[src/rtl/obstacle_mem_arbiter.sv]
// obstacle_mem_arbiter
//   Shares the single-port obstacle sprite memory between the video
//   obstacle fetcher (read-only, priority) and the host (read/write).
//   A video streak counter bounds how long a pending host request waits.
//
// Ports
//   clk, reset                      clock, synchronous active-high reset
//   vid_req/vid_addr                video read request and word address
//   vid_gnt                         video request accepted (combinational)
//   vid_rvalid/vid_rdata            video read response, 1 cycle after grant
//   host_req/host_write/host_addr   host request, direction and word address
//   host_byteenable/host_wdata      host write lanes and data
//   host_gnt                        host request accepted (combinational)
//   host_rvalid/host_rdata          host read response, 1 cycle after grant
//   mem_*                           memory pins; mem_readdata is the memory's
//                                   registered output (1-cycle latency)
module obstacle_mem_arbiter #(
    parameter int ADDR_W         = 11,
    parameter int DATA_W         = 32,
    parameter int MAX_VID_STREAK = 8
) (
    input  logic                  clk,
    input  logic                  reset,
    input  logic                  vid_req,
    input  logic [ADDR_W-1:0]     vid_addr,
    output logic                  vid_gnt,
    output logic                  vid_rvalid,
    output logic [DATA_W-1:0]     vid_rdata,
    input  logic                  host_req,
    input  logic                  host_write,
    input  logic [ADDR_W-1:0]     host_addr,
    input  logic [DATA_W/8-1:0]   host_byteenable,
    input  logic [DATA_W-1:0]     host_wdata,
    output logic                  host_gnt,
    output logic                  host_rvalid,
    output logic [DATA_W-1:0]     host_rdata,
    output logic [ADDR_W-1:0]     mem_address,
    output logic [DATA_W/8-1:0]   mem_byteenable,
    output logic                  mem_chipselect,
    output logic                  mem_write,
    output logic                  mem_debugaccess,
    output logic                  mem_clken,
    output logic [DATA_W-1:0]     mem_writedata,
    input  logic [DATA_W-1:0]     mem_readdata
);

    localparam int BE_W     = DATA_W / 8;
    localparam int STREAK_W = $clog2(MAX_VID_STREAK + 1);
    localparam logic [STREAK_W-1:0] STREAK_MAX = STREAK_W'(MAX_VID_STREAK);

    logic [STREAK_W-1:0] streak;
    logic                host_wins;
    logic                rd_vid;
    logic                rd_host;
    logic [DATA_W-1:0]   vid_rdata_q;
    logic [DATA_W-1:0]   host_rdata_q;

    // Host takes the slot when video is absent or has used up its streak.
    always_comb begin
        host_wins = host_req && (!vid_req || (streak == STREAK_MAX));
        host_gnt  = !reset && host_wins;
        vid_gnt   = !reset && vid_req && !host_wins;
    end

    always_comb begin
        mem_address    = vid_addr;
        mem_byteenable = {BE_W{1'b1}};
        mem_chipselect = 1'b0;
        mem_write      = 1'b0;
        if (host_gnt) begin
            mem_address    = host_addr;
            mem_chipselect = 1'b1;
            if (host_write) begin
                mem_write      = 1'b1;
                mem_byteenable = host_byteenable;
            end
        end else if (vid_gnt) begin
            mem_chipselect = 1'b1;
        end
    end

    assign mem_debugaccess = mem_write;
    assign mem_clken       = 1'b1;
    assign mem_writedata   = host_wdata;

    always_ff @(posedge clk) begin
        if (reset) begin
            streak       <= '0;
            rd_vid       <= 1'b0;
            rd_host      <= 1'b0;
            vid_rdata_q  <= '0;
            host_rdata_q <= '0;
        end else begin
            if (host_gnt || !host_req) begin
                streak <= '0;
            end else if (vid_gnt && (streak != STREAK_MAX)) begin
                streak <= streak + 1'b1;
            end
            rd_vid  <= vid_gnt;
            rd_host <= host_gnt && !host_write;
            if (rd_vid) begin
                vid_rdata_q <= mem_readdata;
            end
            if (rd_host) begin
                host_rdata_q <= mem_readdata;
            end
        end
    end

    // Masking with reset drops a response whose grant preceded reset.
    assign vid_rvalid  = rd_vid && !reset;
    assign host_rvalid = rd_host && !reset;
    assign vid_rdata   = vid_rvalid  ? mem_readdata : vid_rdata_q;
    assign host_rdata  = host_rvalid ? mem_readdata : host_rdata_q;

endmodule

[config.mk]
export PLATFORM = sky130hd
export DESIGN_NAME = obstacle_mem_arbiter
export DESIGN_NICKNAME = d
export VERILOG_FILES = /design/src/rtl/obstacle_mem_arbiter.sv
export SDC_FILE = /design/constraint.sdc
export NUM_CORES = 1
export LEC_CHECK = 0
export ABC_AREA = 1
export CELL_PAD_IN_SITES_DETAIL_PLACEMENT = 1
export CELL_PAD_IN_SITES_GLOBAL_PLACEMENT = 1
export CORE_UTILIZATION = 23
export CTS_CLUSTER_DIAMETER = 50
export CTS_CLUSTER_SIZE = 12
export DETAILED_ROUTE_END_ITERATION = 10
export GPL_TIMING_DRIVEN = 0
export HOLD_SLACK_MARGIN = 0.03
export PLACE_DENSITY = 0.76
export REMOVE_ABC_BUFFERS = 1
export SYNTH_ARGS = -nofsm -noshare
export SYNTH_HDL_FRONTEND = slang
export SYNTH_SLANG_ARGS = --single-unit
[constraint.sdc]
create_clock -name clk -period 1.5 [get_ports clk]
set_input_delay 0.3 -clock clk [delete_from_list [all_inputs] [get_ports clk]]
set_output_delay 0.3 -clock clk [all_outputs]
set_load 0.03 [all_outputs]
==> impl_metrics.json <==
{
  "status": "finished, violations left",
  "violations": "negative setup slack",
  "end_kind": "primary output",
  "synth-compound-area-share_pct": 20.31,
  "p_comb_share_pct": 26.3,
  "ios": 214,
  "vias": 4355,
  "final_antenna_net_count": 0,
  "clock_power_share_pct": 37.8,
  "synthToLayoutAreaGrowth_pct": 94.52,
  "hp-class": "reg2reg",
  "row_count": 45,
  "critical_path_class": "in2out",
  "p_leak_uw": 0.002904,
  "synth_top_area_share_pct": 37.91,
  "synth.area.top_cells": "dfxtp_1, o21ai_0, nand3_1, nand2_1, buf_4",
  "clkTransAtPathRegs_ns": 0.05,
  "ir_drop_mv": 0.5181,
  "postCtsHoldBufs": 0,
  "hold_violations": 0,
  "hold_ws_ns": 0.4897,
  "p_int_uw": 3875,
  "num-nets-final": 767,
  "cts_buffers": 9,
  "synth_top_family_by_area": "simple AND/OR/NAND/NOR gates",
  "p_per_area_nw_per_um2": 767.8,
  "setup_violations": 85,
  "r2r_cells": 8,
  "fin_crit_sh_pct": 131.9,
  "cts_root_buffer": "clkbuf_16",
  "min_path_cells": 2,
  "drt_wl_total_um": 19800,
  "fp.dieW_um": 128.8,
  "tightest_slew_ns": 0.6452,
  "power.share.sequential_pct": 35.9,
  "rsz0062_at_grt": "true",
  "synth_xor_area_share_pct": 0.2370,
  "start_util_pct": 23.96,
  "first_global_vias": 4604,
  "path_max_fanout": 5,
  "die_h_um": 128.8,
  "skew_ns": 0.003993,
  "netlist_instances": 511,
  "yosysUniqueCellTypes": 19,
  "routed.top_layer": "met4",
  "synth_top_area_cell": "dfxtp_1",
  "synthSimpleGateAreaFrac_pct": 22.31,
  "grt-ovfl-total": 0,
  "wl_met2_um": 9717,
  "n_antenna_cell": 0,
  "drt-initial-drc-count": 166,
  "place_congestion": 0.7312,
  "layout-drive-gt1-share_pct": 49.78,
  "synth.area.mux_share_pct": 0,
  "max_cap_viol_count": 0,
  "dieArea_um2": 16580,
  "clk_latency_ns": 0.33,
  "vias_per_cell": 4.926,
  "period_minus_slack_ns": 1.979,
  "place_hpwl_um": 8341,
  "dr_wl_met3_um": 1751,
  "syn_area_per_cell_um2": 7.233,
  "swShare_pct": 29.80,
  "portBuffers": 148,
  "critical_path.startpoint_type": "primary input",
  "antenna_found_initial": 0,
  "drc": 0,
  "fmaxAchievable_mhz": 505.4,
  "p_total_uw": 5520,
  "htreeDepth": 3,
  "synth_edf_count": 0,
  "drv_slew": 0,
  "slew_headroom_pct": 56.92,
  "fin_ws_ns": -0.4787,
  "syn_area_um2": 3696,
  "synth-seq-area-share_pct": 37.91,
  "finalSetupTns_ns": -33.76,
  "ys_ff_latch": 70,
  "cts.sink_count": 70,
  "clock_path_buffers": 2,
  "core_region_area_um2": 15430,
  "arrival_ns": 1.68,
  "grt_usage_pct": 22.79,
  "cts_tree": "built",
  "preCtsSetupSlack_ns": -1.633,
  "ys.flop_type": "dfxtp_1",
  "num-fill-cells": 1736,
  "ys_warn_count": 0,
  "synthAdderAreaFrac_pct": 0.6770,
  "dr.pass1.iters": 4,
  "switchingPower_uw": 1645,
  "crit_required_ns": 1.20,
  "grt_pass1_wl_um": 27190,
  "synth-async-reset-ratio_pct": 0,
  "drt-wirelength-per-cell_um": 22.40,
  "grt_max_degree": 34,
  "wl_met1_um": 7694
}
-- power groups by stage --
| stage | combinational (µW) | sequential, µW | clock [µW] |
|---|---|---|---|
| CTS | 1330 | 1970 | 2130 |
| global route | 1530 | 1980 | 2210 |
| global placement | 956 | 2000 | 0 |
| finish | 1450 | 1980 | 2090 |
| floorplan | 498 | 1990 | 0 |
| detailed placement | 982 | 2000 | 0 |
-- registers in the layout (all words and copies together) (netlist names) --
signal,cells
streak,4
vid_rdata_q,32
rd_host,1
rd_vid,1
host_rdata_q,32
-- layer usage --
layer,vias up,track usage (%)
met5,-,0
met3,30,7.859
met4,0,7.682
met2,213,39.84
li1,1976,-
met1,2136,25.81
-- area by class of cell --
| type | instances | area, µm² | area share, % |
|---|---|---|---|
| Sequential cell | 70 | 1411 | 19.63 |
| Inverter | 47 | 245.2 | 3.411 |
| Multi-Input combinational cell | 326 | 2492 | 34.67 |
| Tap cell | 211 | 264.0 | 3.672 |
| Timing Repair Buffer | 198 | 2182 | 30.35 |
| Clock buffer | 14 | 294.0 | 4.090 |
| Timing Repair inverter | 18 | 300.3 | 4.177 |
-- cells in the mapped netlist (2+ instances only) --
cell      count
o21ai_0     100
nand2_1      96
nand3_1      80
dfxtp_1      70
inv_1        43
buf_4        38
o21ai_2      28
clkbuf_1     15
buf_6        13
nor2_1       12
inv_2         4
buf_1         2
buf_2         2
ha_1          2
nor2_2        2
-- cells in the final DEF (no fill, tap or decap), types with 2 or more instances in the layout --
cell type | Yosys | layout
buf_12 | 0 | 9
buf_4 | 38 | 26
buf_6 | 13 | 91
buf_8 | 0 | 9
clkbuf_16 | 0 | 9
clkbuf_8 | 0 | 5
clkdlybuf4s50_1 | 0 | 60
dfxtp_1 | 70 | 66
dfxtp_2 | 0 | 2
dfxtp_4 | 0 | 2
inv_1 | 43 | 37
inv_12 | 0 | 5
inv_16 | 0 | 10
inv_2 | 4 | 5
inv_8 | 0 | 4
nand2_1 | 96 | 24
nand2_2 | 1 | 47
nand2_4 | 0 | 24
nand2_8 | 0 | 4
nand3_1 | 80 | 70
nand3_2 | 0 | 6
nand3_4 | 0 | 4
nor2_1 | 12 | 10
nor2_4 | 0 | 4
o21ai_0 | 100 | 48
o21ai_1 | 1 | 18
o21ai_2 | 28 | 28
o21ai_4 | 0 | 35
-- stage by stage --
stage | cells | util (%) | instance area [µm²]
after floorplan | 441 | - | 3191
after global placement | 800 | 32.00 | 4936
after detailed placement | 801 | 32.16 | 4961
after CTS | 872 | 43.09 | 6648
after global routing | 884 | 46.60 | 7189
final | 884 | 46.60 | 7189
-- worst paths after layout --
kind / start / end / slack [ns]
worst min register to register: vid_rdata_q[25]$_SDFFE_PP0P_ / vid_rdata_q[25]$_SDFFE_PP0P_ / 0.49
worst max register to register: rd_vid$_SDFF_PP0_ / vid_rdata_q[23]$_SDFFE_PP0P_ / 0.03
worst min-delay path: vid_rdata_q[25]$_SDFFE_PP0P_ / vid_rdata_q[25]$_SDFFE_PP0P_ / 0.49
worst max-delay path: reset / host_rdata[3] / -0.48
-- repair_timing --
action / in CTS / in global routing
setup buffers: 41 / 13
resized for setup: 888 / 118
setup endpoints to repair: 155 / 110
cloned: 17 / 3
pin swaps: 18 / 16
-- cell families after synthesis --
logic type,Yosys count
simple gates,191
compound gates,129
buf+inv,117
flops,70
fa+ha+maj,2
xor+xnor,1
other cells,1
-- worst max-delay path: stages --
cell	delay (ns)
clkdlybuf4s15_1	0.37
nor2_4	0.25
buf_12	0.17
buf_12	0.16
inv_16	0.04
buf_8	0.12
nand2_4	0.05
o21ai_2	0.05
buf_6	0.14
(Power assumes the default switching activity.)
